## src/rtl/ad_sync_framer_if.sv

```systemverilog
// ad_sync_framer_if: video stream bundle between sensor front end and framer.
// Frame/line syncs and raw samples flow in; framed words, sync flag and blanking flow out.
interface ad_sync_framer_if #(
    parameter int ADC_WIDTH   = 14,
    parameter int DATA_WIDTH  = 16,
    parameter int CHANNEL_NUM = 2
);
    logic                              i_vd;
    logic                              i_hd;
    logic [CHANNEL_NUM*ADC_WIDTH-1:0]  iv_pix_data;
    logic [CHANNEL_NUM*DATA_WIDTH-1:0] ov_pix_data;
    logic                              o_sync_word_sel;
    logic                              o_hblk_n;
    modport master (output i_vd, i_hd, iv_pix_data, input ov_pix_data, o_sync_word_sel, o_hblk_n);
    modport slave (input i_vd, i_hd, iv_pix_data, output ov_pix_data, o_sync_word_sel, o_hblk_n);
endinterface

```

## src/rtl/ad_sync_framer.sv

```systemverilog
// ad_sync_framer: frames raw ADC samples into output lines with sync words and blanking.
// Define AD_SYNC_FRAMER_LINE_CRC_EN to emit a CRC-16-CCITT word at the blanking start.
module ad_sync_framer #(
    parameter int ADC_WIDTH     = 14,
    parameter int DATA_WIDTH    = 16,
    parameter int CHANNEL_NUM   = 2,
    parameter int SYNC_WORD_NUM = 7,
    parameter int CNT_WIDTH     = 13
) (
    input  logic                                clk,
    input  logic                                reset_n,
    ad_sync_framer_if.slave                     vid,
    input  logic                                i_lvds_pattern_en,
    input  logic [DATA_WIDTH-1:0]               iv_lvds_pattern,
    input  logic                                i_sync_align_loc,
    input  logic [CNT_WIDTH-1:0]                iv_sync_start_loc,
    input  logic [SYNC_WORD_NUM*DATA_WIDTH-1:0] iv_sync_word,
    input  logic [CNT_WIDTH-1:0]                iv_hblk_tog1,
    input  logic [CNT_WIDTH-1:0]                iv_hblk_tog2
);
    typedef enum logic [1:0] {IDLE, PIX, SYNC, CRC} state_t;
    state_t state, nxt_state;
    logic hd_q, rise, align_r, in_sync, nxt_sel, nxt_hblk;
    logic [CNT_WIDTH-1:0] cnt, start_r, tog1_r, tog2_r, widx;
    logic [SYNC_WORD_NUM*DATA_WIDTH-1:0] words_r;
    logic [CHANNEL_NUM*ADC_WIDTH-1:0] pix_q;
    logic [CHANNEL_NUM*DATA_WIDTH-1:0] fmt, nxt_word;
    logic [DATA_WIDTH-1:0] sw;
    assign rise    = vid.i_hd & ~hd_q;
    assign widx    = cnt - start_r;
    assign in_sync = (widx < CNT_WIDTH'(SYNC_WORD_NUM)) && (state == SYNC || cnt == start_r);
    // Formatting happens at the output stage so a new line's alignment applies from its first pixel.
    for (genvar c = 0; c < CHANNEL_NUM; c++) begin : g_fmt
        logic [DATA_WIDTH-1:0] ext;
        assign ext = DATA_WIDTH'(pix_q[c*ADC_WIDTH +: ADC_WIDTH]);
        assign fmt[c*DATA_WIDTH +: DATA_WIDTH] = align_r ? ext << (DATA_WIDTH - ADC_WIDTH) : ext;
    end
    always_comb begin
        sw = '0;
        for (int k = 0; k < SYNC_WORD_NUM; k++)
            if (widx == CNT_WIDTH'(k)) sw = words_r[k*DATA_WIDTH +: DATA_WIDTH];
    end
`ifdef AD_SYNC_FRAMER_LINE_CRC_EN
    logic [15:0] crc;
    logic crc_acc, crc_win;
    function automatic logic [15:0] crc_step(input logic [15:0] c, input logic [DATA_WIDTH-1:0] d);
        for (int i = DATA_WIDTH - 1; i >= 0; i--)
            c = {c[14:0], 1'b0} ^ ((c[15] ^ d[i]) ? 16'h1021 : 16'h0000);
        return c;
    endfunction
    assign crc_win = ({1'b0, cnt} >= {1'b0, start_r} + (CNT_WIDTH+1)'(SYNC_WORD_NUM)) && cnt < tog1_r;
    always_ff @(posedge clk or negedge reset_n)
        if (!reset_n) crc <= 16'hFFFF;
        else if (rise || nxt_state == CRC) crc <= 16'hFFFF;
        else if (crc_acc) crc <= crc_step(crc, fmt[DATA_WIDTH-1:0]);
`endif
    // A line-sync edge restarts the line ahead of every other event, including a drop of i_vd.
    always_comb begin
        nxt_state = state;
        nxt_word  = fmt;
        nxt_sel   = 1'b0;
        nxt_hblk  = 1'b1;
`ifdef AD_SYNC_FRAMER_LINE_CRC_EN
        crc_acc   = 1'b0;
`endif
        if (rise && (state != IDLE || vid.i_vd)) nxt_state = PIX;
        else if (!vid.i_vd || state == IDLE) nxt_state = IDLE;
        else begin
            nxt_hblk = !(cnt >= tog1_r && cnt < tog2_r);
            if (in_sync) begin
                nxt_state = SYNC;
                nxt_word  = {CHANNEL_NUM{sw}};
                nxt_sel   = 1'b1;
            end
`ifdef AD_SYNC_FRAMER_LINE_CRC_EN
            else if (cnt == tog1_r) begin
                nxt_state = CRC;
                nxt_word  = {CHANNEL_NUM{DATA_WIDTH'(crc)}};
                nxt_sel   = 1'b1;
            end else begin
                nxt_state = PIX;
                crc_acc   = crc_win;
            end
`else
            else nxt_state = PIX;
`endif
        end
    end
    always_ff @(posedge clk or negedge reset_n) begin
        if (!reset_n) begin
            state               <= IDLE;
            hd_q                <= 1'b0;
            cnt                 <= '0;
            pix_q               <= '0;
            align_r             <= 1'b0;
            start_r             <= '0;
            tog1_r              <= '0;
            tog2_r              <= '0;
            words_r             <= '0;
            vid.ov_pix_data     <= '0;
            vid.o_sync_word_sel <= 1'b0;
            vid.o_hblk_n        <= 1'b1;
        end else begin
            state <= nxt_state;
            hd_q  <= vid.i_hd;
            cnt   <= rise ? '0 : (&cnt) ? cnt : cnt + CNT_WIDTH'(1);
            pix_q <= vid.iv_pix_data;
            if (rise) begin
                align_r <= i_sync_align_loc;
                start_r <= iv_sync_start_loc;
                tog1_r  <= iv_hblk_tog1;
                tog2_r  <= iv_hblk_tog2;
                words_r <= iv_sync_word;
            end
            vid.ov_pix_data     <= i_lvds_pattern_en ? {CHANNEL_NUM{iv_lvds_pattern}} : nxt_word;
            vid.o_sync_word_sel <= nxt_sel && !i_lvds_pattern_en;
            vid.o_hblk_n        <= nxt_hblk;
        end
    end
endmodule

```

## src/flat_wrapper.sv

```systemverilog
// flat-port wrapper written by rule: the top's interface ports become plain ports
module ad_sync_framer_flat 
#(
    parameter int ADC_WIDTH     = 14,
    parameter int DATA_WIDTH    = 16,
    parameter int CHANNEL_NUM   = 2,
    parameter int SYNC_WORD_NUM = 7,
    parameter int CNT_WIDTH     = 13
)
  (clk, reset_n, i_lvds_pattern_en, iv_lvds_pattern, i_sync_align_loc, iv_sync_start_loc, iv_sync_word, iv_hblk_tog1, iv_hblk_tog2, vid_i_vd, vid_i_hd, vid_iv_pix_data, vid_ov_pix_data, vid_o_sync_word_sel, vid_o_hblk_n);
  ad_sync_framer_if #(.ADC_WIDTH(ADC_WIDTH), .DATA_WIDTH(DATA_WIDTH), .CHANNEL_NUM(CHANNEL_NUM)) vid_i ();
  input  logic clk;
  input  logic reset_n;
  input  logic i_lvds_pattern_en;
  input  logic [DATA_WIDTH-1:0] iv_lvds_pattern;
  input  logic i_sync_align_loc;
  input  logic [CNT_WIDTH-1:0] iv_sync_start_loc;
  input  logic [SYNC_WORD_NUM*DATA_WIDTH-1:0] iv_sync_word;
  input  logic [CNT_WIDTH-1:0] iv_hblk_tog1;
  input  logic [CNT_WIDTH-1:0] iv_hblk_tog2;
  input wire logic [$bits(vid_i.i_vd)-1:0] vid_i_vd;
  input wire logic [$bits(vid_i.i_hd)-1:0] vid_i_hd;
  input wire logic [$bits(vid_i.iv_pix_data)-1:0] vid_iv_pix_data;
  output wire logic [$bits(vid_i.ov_pix_data)-1:0] vid_ov_pix_data;
  output wire logic [$bits(vid_i.o_sync_word_sel)-1:0] vid_o_sync_word_sel;
  output wire logic [$bits(vid_i.o_hblk_n)-1:0] vid_o_hblk_n;
  assign vid_i.i_vd = vid_i_vd;
  assign vid_i.i_hd = vid_i_hd;
  assign vid_i.iv_pix_data = vid_iv_pix_data;
  assign vid_ov_pix_data = vid_i.ov_pix_data;
  assign vid_o_sync_word_sel = vid_i.o_sync_word_sel;
  assign vid_o_hblk_n = vid_i.o_hblk_n;
  ad_sync_framer #(.ADC_WIDTH(ADC_WIDTH), .DATA_WIDTH(DATA_WIDTH), .CHANNEL_NUM(CHANNEL_NUM), .SYNC_WORD_NUM(SYNC_WORD_NUM), .CNT_WIDTH(CNT_WIDTH)) u_core (.clk(clk), .reset_n(reset_n), .vid(vid_i), .i_lvds_pattern_en(i_lvds_pattern_en), .iv_lvds_pattern(iv_lvds_pattern), .i_sync_align_loc(i_sync_align_loc), .iv_sync_start_loc(iv_sync_start_loc), .iv_sync_word(iv_sync_word), .iv_hblk_tog1(iv_hblk_tog1), .iv_hblk_tog2(iv_hblk_tog2));
endmodule
```

## config.mk

```make
export PLATFORM = sky130hd
export DESIGN_NAME = ad_sync_framer_flat
export DESIGN_NICKNAME = d
export VERILOG_FILES = /design/src/rtl/ad_sync_framer_if.sv /design/src/rtl/ad_sync_framer.sv /design/src/flat_wrapper.sv
export SDC_FILE = /design/constraint.sdc
export NUM_CORES = 1
export LEC_CHECK = 0
export ABC_AREA = 1
export CAP_MARGIN = 0
export CORE_AREA = 2 2 174 176
export DETAILED_ROUTE_END_ITERATION = 8
export DIE_AREA = 0 0 176 178
export HOLD_SLACK_MARGIN = 0.12
export PLACE_DENSITY = 0.72
export SYNTH_ARGS = -nofsm -noshare
export SYNTH_HDL_FRONTEND = slang
export SYNTH_SLANG_ARGS = --single-unit
```

## constraint.sdc

```tcl
create_clock -name clk -period 7.1 [get_ports clk]
set_clock_uncertainty 0.05 [all_clocks]
set_input_delay 1.42 -clock clk [delete_from_list [all_inputs] [get_ports clk]]
set_output_delay 1.42 -clock clk [all_outputs]
set_load 0.05 [all_outputs]
```

==> metrics.csv, run 1 <==
stage,metric,value,unit
floorplan,number of top-level pins,235,
routing,number of detailed-route iterations in the first pass,5,
floorplan,width of the die,176,µm
placement,Placement Setup Slack,2.83,ns
floorplan,die area,31300,µm²
cts,CTS sink cnt,230,
setup_path,cells along the critical path,"inv_1, ha_1, fa_1, inv_1, nand3_1, nand2_1, xor2_1, nor2_2, nand2_1, nor2_1, nand4_1, inv_1, nand2_1, nand2_1, nand2_1, nand2_1, nand2_1, nand2_1, nand2_1, nand2_1, nand2_1, nand2_1, nand2_1",
timing,Final Hold Violating Endpoints,0,
final_layout,footprint of the multi-input gates,5050,µm²
synth,number of distinct library cells after synthesis,41,
cts,number of gates resized after CTS,0,
placement,number of instances in the placed design,2086,
power_and_ir_drop,P_leak,7.71,nW
setup_path,CP max stage delay,0.76,ns
setup_path,critical path startpoint category,flop,
global_route,largest net degree at the start of global routing,119,
cts,maximum clock path buffer count,3,
final_layout,filler cell count,2747,
synth,complex-gate fraction of the synthesized area,7.70,%
placement,GP Congestion,0.868,
timing,measured slew at the worst slew-check pin,1.06,ns
timing,unrepaired setup endpoints after global routing,no,
placement,Detailed Place HPWL,24.4,mm
status,run status,completed,
global_route,number of antenna violations at the first check in global routing,1,
power_and_ir_drop,proportion of total power due to net switching,29.9,%
synth,Seq cells post-synth,230,
final_layout,area grow syn2layout,29.6,%
routing,Routed Antenna Nets,0,
setup_path,Bufs and invs on worst path,3,
global_route,number of global-route vias before repair,10300,
synth,"Seq/Total Area, Yosys",49.6,%
synth,average instance area after synthesis,7.64,µm²
power_and_ir_drop,clock network power share,35.6,%
run,count of max-cap constraint violations,0,
synth,"area leader, netlist",dfrtp_1,
global_route,GRT Resource Usage Total,21.3,%
global_route,global-route wire length before repair,53.1,mm
routing,final routed wire length divided by cell count,15.5,µm
synth,adder-cell area share of the yosys netlist,4.27,%
synth,mux contribution to synthesized area,1.73,%
synth,main area contributors after synthesis,"dfrtp_1 (49%), nand2_1 (23%), inv_1 (4.6%)",
power_and_ir_drop,Comb pwr share,21.5,%
setup_path,slowest CP cell,nand4_1,
floorplan,core area,29400,µm²
setup_path,CP Capture Type,flop,
timing,slew margin rel.,29.6,%
cts,Num CTS Buffers,25,
floorplan,Site Rows,63,
setup_path,Worst path most repeated cell,nand2_1,
final_layout,footprint of the flip-flops and latches,5760,µm²
setup_path,CP arrival,4.70,ns
synth,share of the synthesized netlist area taken by xor and xnor gates,0.302,%
final_layout,Finished Layout Cells,2130,
synth,dominant combinational cell family by area after synthesis,simple AND/OR/NAND/NOR gates,
routing,DRT iter0 DRCs,710,
power_and_ir_drop,peak ir drop on the vdd network,139,µV
synth,share of the synthesized area in the top cell type,49.4,%
cts,depth of the CTS H-tree,1,
timing,Period minus WS final,4.34,ns
setup_path,cell family with the largest share of critical-path delay,simple AND/OR/NAND/NOR gates,
synth,"area fraction in and, or, nand and nor cells after synthesis",29.4,%
routing,Detailed Route WL,33.1,mm
setup_path,critical path start-end classification,reg2reg,
routing,via count normalized by instance count,4.86,
synth,gate count of the mapped netlist,1518,
global_route,global route overflow,0,
power_and_ir_drop,power dissipated by switching net loads,1.07,mW
setup_path,required time at the worst-slack endpoint,7.46,ns
power_and_ir_drop,Pint,2.51,mW
timing,FMAX,230,MHz
power_and_ir_drop,sequential group share of total power,42.9,%
timing,number of failing setup endpoints in the final timing report,0,
synth,post-synth net total,1758,
routing,number of vias in the routed layout,10400,
routing,number of design rule violations left after detail routing,0,
power_and_ir_drop,power density over the cells,238,nW/µm²
hold_path,worst min path class,reg2reg,
timing,period utilization,61.2,%
synth,count of flip-flops with a built-in enable after synthesis,0,
cts,number of buffers inserted for hold repair after clock tree synthesis,0,
cts,CTS tree,built,
floorplan,effective utilization at floorplan,39.5,%
synth,async set or reset register ratio after synthesis,100,%
final_layout,final net count,1963,
final_layout,share of final-layout standard cells stronger than drive strength 1,3.97,%
timing,least setup slack across all paths after layout,2.76,ns
synth,post-synthesis instance area,11600,µm²
timing,max-slew violations,0,
placement,Buffers on Ports,234,
cts,Root Buffer Master,clkbuf_16,
timing,Setup TNS,0,ns
synth,warnings from Yosys,0,
setup_path,Critical Path Fanout Max,23,
synth,most frequently used flop master after synthesis,dfrtp_1,
cts,post-CTS setup-driven buffer insertion count,0,
cts,latest clock arrival within the worst-skew pair,0.53,ns
timing,Fin Hold WS,0.414,ns
floorplan,DIE HEIGHT,178,µm
cts,"Clk pin slew, worst setup/hold paths",0.06,ns
-- power groups by stage --
stage	clock network [mW]	logic (mW)	registers, mW
CTS	1.30	0.771	1.54
global route	1.35	0.864	1.55
global placement	0	0.751	1.55
finish	1.28	0.768	1.54
floorplan	0	0.417	1.59
detailed placement	0	0.765	1.56
-- cell usage in the layout (no fill, tap or decap), types with 12 or more instances in the layout --
cell type and count:
a21oi_1 63, clkbuf_16 25, clkdlybuf4s50_1 233, dfrtp_1 229, ha_1 38, inv_1 142, mux2i_1 20, nand2_1 704
nand3_1 62, nand4_1 12, nor2_1 37, o21ai_0 68
-- metrics by stage --
| step | area (µm²) | util, % | total power, mW |
|---|---|---|---|
| 2_1_floorplan | 11600 | - | 2.01 |
| 3_3_place_gp | 14200 | 48.4 | 2.30 |
| 3_5_place_dp | 14200 | 48.4 | 2.32 |
| 4_1_cts | 15000 | 51.1 | 3.60 |
| 5_1_grt | 15000 | 51.1 | 3.77 |
| 6_report | 15000 | 51.1 | 3.58 |
-- state kept, by name, indices dropped and copies added, names as in the netlist, 2 cells and up --
signal                  count
u_core.words_r            112
u_core.vid.ov_pix_data     32
u_core.pix_q               28
u_core.cnt                 13
u_core.start_r             13
u_core.tog1_r              13
u_core.tog2_r              13
u_core.state                2
-- synthesized netlist by cell type (2+ instances only) --
cell      number
nand2_1      704
dfrtp_1      229
inv_1        142
o21ai_0       68
a21oi_1       63
nand3_1       62
clkbuf_1      46
ha_1          38
nor2_1        38
mux2i_1       20
nand4_1       12
o211ai_1      11
or2_0         11
buf_2         10
o21ai_1        8
nor2_2         6
nor3_1         5
or2_2          5
buf_1          4
inv_2          4
a211oi_1       3
buf_4          3
xor2_1         3
a21o_1         2
a31oi_1        2
nand2_2        2
nor4_1         2
o211a_1        2
-- final cells by class --
class                      instances  area share, %
tap                              390           3.25
clock inverter                     9          0.666
sequential                       230           38.3
timing repair buffer             241           16.0
inverter                         146           3.66
antenna                            1         0.0166
clock buffer                      34           4.59
multi-input combinational       1079           33.6
-- path summary, 6_finish.rpt --
path | from | to | slack (ns) | depth (start not counted)
max | u_core.cnt[0] | u_core.vid.ov_pix_data[11] | 2.76 | 23
min | u_core.words_r[91] | u_core.words_r[91] | 0.41 | 2
max reg2reg | u_core.cnt[0] | u_core.vid.ov_pix_data[11] | 2.76 | 23
min reg2reg | u_core.words_r[91] | u_core.words_r[91] | 0.41 | 2
max in group asynchronous | reset_n | u_core.words_r[6] | 4.70 | 2
min in group asynchronous | reset_n | u_core.vid.ov_pix_data[23] | 0.88 | 1
-- worst min-delay path, cell delays in order (launching register included) --
cell and delay, ns:
dfrtp_1 0.34, nand2_1 0.05, nand2_1 0.04
-- cells by family (layout without fill, tap and decap cells) --
logic type               count (synthesis)  after routing
buffers and inverters                  209            430
flip-flops                             230            230
XOR/XNOR                                 4              4
adder cells (fa/ha/maj)                 39             39
AND/OR/NAND/NOR                        852            852
multiplexers                            20             20
AO/OA/AOI/OAI                          164            164
other                                    0              1
-- metal layers --
| metal | up-vias | wire length, µm | GRT usage, % |
|---|---|---|---|
| li1 | 5161 | - | - |
| met1 | 4856 | 15200 | 29.8 |
| met2 | 281 | 15200 | 34.5 |
| met3 | 63 | 1570 | 2.51 |
| met4 | 0 | 1030 | 7.02 |
| met5 | - | 0 | 0 |
Power figures use the tool's default switching activity.
==> inputs of run 2 (changes only) <==
PLACE_DENSITY = 0.74   (was 0.72)
clock period = 3.7 ns   (was 7.1 ns; I/O delays follow)
==> run 2 against run 1 <==
Flip-flop and latch count unchanged; critical path type unchanged; cell area increased by 2.1%; worst setup slack got worse by 2.6 ns; critical endpoint is now u_core.vid.ov_pix_data[8]; critical path depth decreased by 5.
==> metrics.csv, run 2 (synthesized netlist as in run 1, its figures left out) <==
stage,metric,value,unit,change
status,run status,completed,,
timing,number of failing setup endpoints in the final timing report,0,,unchanged
cts,CTS tree,built,,
cts,depth of the CTS H-tree,1,,unchanged
floorplan,effective utilization at floorplan,39.5,%,unchanged
timing,slew margin rel.,41.0,%,+11 points
setup_path,Critical Path Fanout Max,27,,+17%
setup_path,CP arrival,3.87,ns,-0.83 ns
final_layout,share of the core filled with cells,52.2,%,+1.1 points
setup_path,internal reg-to-reg setup slack,0.19,ns,-2.57 ns
run,count of max-cap constraint violations,0,,unchanged
global_route,global route overflow,0,,unchanged
final_layout,filler cell count,2722,,-0.91%
final_layout,largest registers,"u_core.words_r x112, u_core.vid.ov_pix_data x32, u_core.pix_q x28",,
routing,final routed wire length divided by cell count,15.6,µm,+0.77%
routing,Routed Antenna Nets,0,,unchanged
final_layout,"most common cell after layout, fill and taps aside",nand2_1,,
final_layout,Largest register FFs,112,,unchanged
cts,"Clk pin slew, worst setup/hold paths",0.06,ns,about the same
timing,Period minus WS final,3.51,ns,-0.833 ns
setup_path,start of the worst register-to-register path,u_core.cnt[10],,
cts,maximum clock path buffer count,3,,unchanged
timing,period utilization,94.9,%,+34 points
floorplan,number of top-level pins,235,,unchanged
routing,via count normalized by instance count,4.86,,about the same
final_layout,area grow syn2layout,32.2,%,
timing,Final Hold Violating Endpoints,0,,unchanged
timing,measured slew at the worst slew-check pin,0.885,ns,-0.171 ns
global_route,largest net degree at the start of global routing,100,,-16%
setup_path,Worst path most repeated cell,nand2_1,,
routing,DRT iter0 DRCs,651,,-8.3%
floorplan,die area,31300,µm²,unchanged
setup_path,CP max stage delay,0.49,ns,-0.27 ns
floorplan,Site Rows,63,,unchanged
setup_path,cells along the critical path,"ha_1, nand2_1, inv_1, a21oi_1, nand3_1, nand2_1, nand2_1, nor2_1, nand3_2, nor3_4, buf_4, buf_4, nand2_4, or2_2, nand3_1, nand2_1, nand2_1, nand2_1",,
placement,Placement Cell Area,14400,µm²,+1.0%
setup_path,required time at the worst-slack endpoint,4.06,ns,-3.40 ns
power_and_ir_drop,peak ir drop on the vdd network,260,µV,+87%
global_route,number of global-route vias before repair,10400,,+1.6%
cts,Root Buffer Master,clkbuf_16,,
global_route,GRT Resource Usage Total,21.5,%,+0.18 points
final_layout,most frequent cells in the layout,"nand2_1 (701), clkdlybuf4s50_1 (233), dfrtp_1 (229), inv_1 (138), o21ai_0 (68)",,
setup_path,Worst R2R Path Depth,18,,-22%
routing,number of vias in the routed layout,10500,,+1.1%
final_layout,"Design Area, Final",15300,µm²,+2.1%
timing,FMAX,285,MHz,+24%
floorplan,width of the die,176,µm,unchanged
setup_path,Reg-to-Reg End,u_core.vid.ov_pix_data[8],,
final_layout,footprint of the flip-flops and latches,5760,µm²,unchanged
timing,max-slew violations,0,,unchanged
final_layout,register with the highest flop count,u_core.words_r,,
hold_path,worst min path class,in2async,,
final_layout,footprint of the multi-input gates,5090,µm²,+0.92%
cts,latest clock arrival within the worst-skew pair,0.53,ns,about the same
routing,number of design rule violations left after detail routing,0,,unchanged
cts,number of buffers inserted for hold repair after clock tree synthesis,0,,unchanged
power_and_ir_drop,power density over the cells,458,nW/µm²,+92%
timing,least setup slack across all paths after layout,0.189,ns,-2.57 ns
final_layout,share of final-layout standard cells stronger than drive strength 1,5.90,%,+1.9 points
final_layout,final net count,1986,,+1.2%
routing,number of detailed-route iterations in the first pass,5,,unchanged
placement,Detailed Place HPWL,25.3,mm,+3.4%
setup_path,critical path startpoint category,flop,,
global_route,number of antenna violations at the first check in global routing,1,,unchanged
routing,Detailed Route WL,33.7,mm,+2.0%
timing,Setup TNS,0,ns,unchanged
placement,Buffers on Ports,234,,unchanged
power_and_ir_drop,P_leak,7.87,nW,+2.0%
setup_path,slowest CP cell,dfrtp_1,,
placement,Placement Setup Slack,0.0670,ns,-2.76 ns
cts,Num CTS Buffers,26,,+4.0%
placement,GP Congestion,0.876,,+0.88%
cts,CTS sink cnt,230,,unchanged
setup_path,CP Capture Type,flop,,
global_route,global-route wire length before repair,53.5,mm,+0.70%
floorplan,DIE HEIGHT,178,µm,unchanged
setup_path,critical path start-end classification,reg2reg,,
floorplan,core area,29400,µm²,unchanged
==> run 2: worst max-delay path by stage <==
stage / slack, ns / end / startpoint / cells after the start
after floorplan: 0.73 / u_core.vid.ov_pix_data[13] / u_core.cnt[0] / 21
after global placement: 0.23 / u_core.vid.ov_pix_data[16] / u_core.start_r[0] / 19
after detailed placement: 0.07 / u_core.vid.ov_pix_data[27] / u_core.cnt[0] / 20
after CTS: 0.04 / u_core.vid.ov_pix_data[16] / u_core.cnt[0] / 20
after global routing: -0.01 / u_core.vid.ov_pix_data[23] / u_core.cnt[10] / 21
final: 0.19 / u_core.vid.ov_pix_data[8] / u_core.cnt[10] / 18
==> run 2: layout make-up <==
class	instances	share of cell area, %
Antenna cell	2	0.0326
Clock buffer	40	5.18
Clock inverter	6	0.416
Inverter	146	3.61
Multi-Input combinational cell	1079	33.2
Sequential cell	230	37.5
Tap cell	390	3.18
Timing Repair Buffer	263	16.9
==> run 2: report_power, final <==
part           total, mW  switching, mW  internal, mW
clock               2.56           1.02          1.54
combinational       1.50          0.899         0.603
sequential          2.96          0.170          2.79
==> run 2: worst max-delay path, delay by kind of cell, from the launching register on <==
kind | cells | cell delay [ns]
simple gates | 13 | 1.83
fa+ha+maj | 1 | 0.41
compound gates | 1 | 0.30
buf+inv | 3 | 0.31
flops | 1 | 0.49
==> run 2: stage by stage <==
step                hold slack (ns)  cells  total power [mW]
floorplan                     0.384   1518              3.86
global placement              0.397   2102              4.46
detailed placement            0.405   2102              4.48
CTS                           0.235   2148              7.06
global route                  0.224   2155              7.39
finish                        0.177   2156              7.03
==> run 2: what timing repair did <==
action                                  in CTS  in global routing
resized for setup                            0                 15
buffers inserted                             0                  6
hold endpoints to repair                     0                  0
endpoints found under the setup margin       0                 32
==> run 2: metal layers <==
layer	vias to the layer above	share of wire (%)	GRT usage, %
met5	-	0	0
met4	0	3.0	7.16
met3	73	5.0	2.60
met2	314	46	35.1
met1	4885	46	29.8
li1	5205	-	-
==> inputs of run 3 (changes only) <==
CTS_CLUSTER_DIAMETER = 200   (was default)
==> results of run 3 <==
The final DEF is identical to that of run 2; final timing and power are the same.
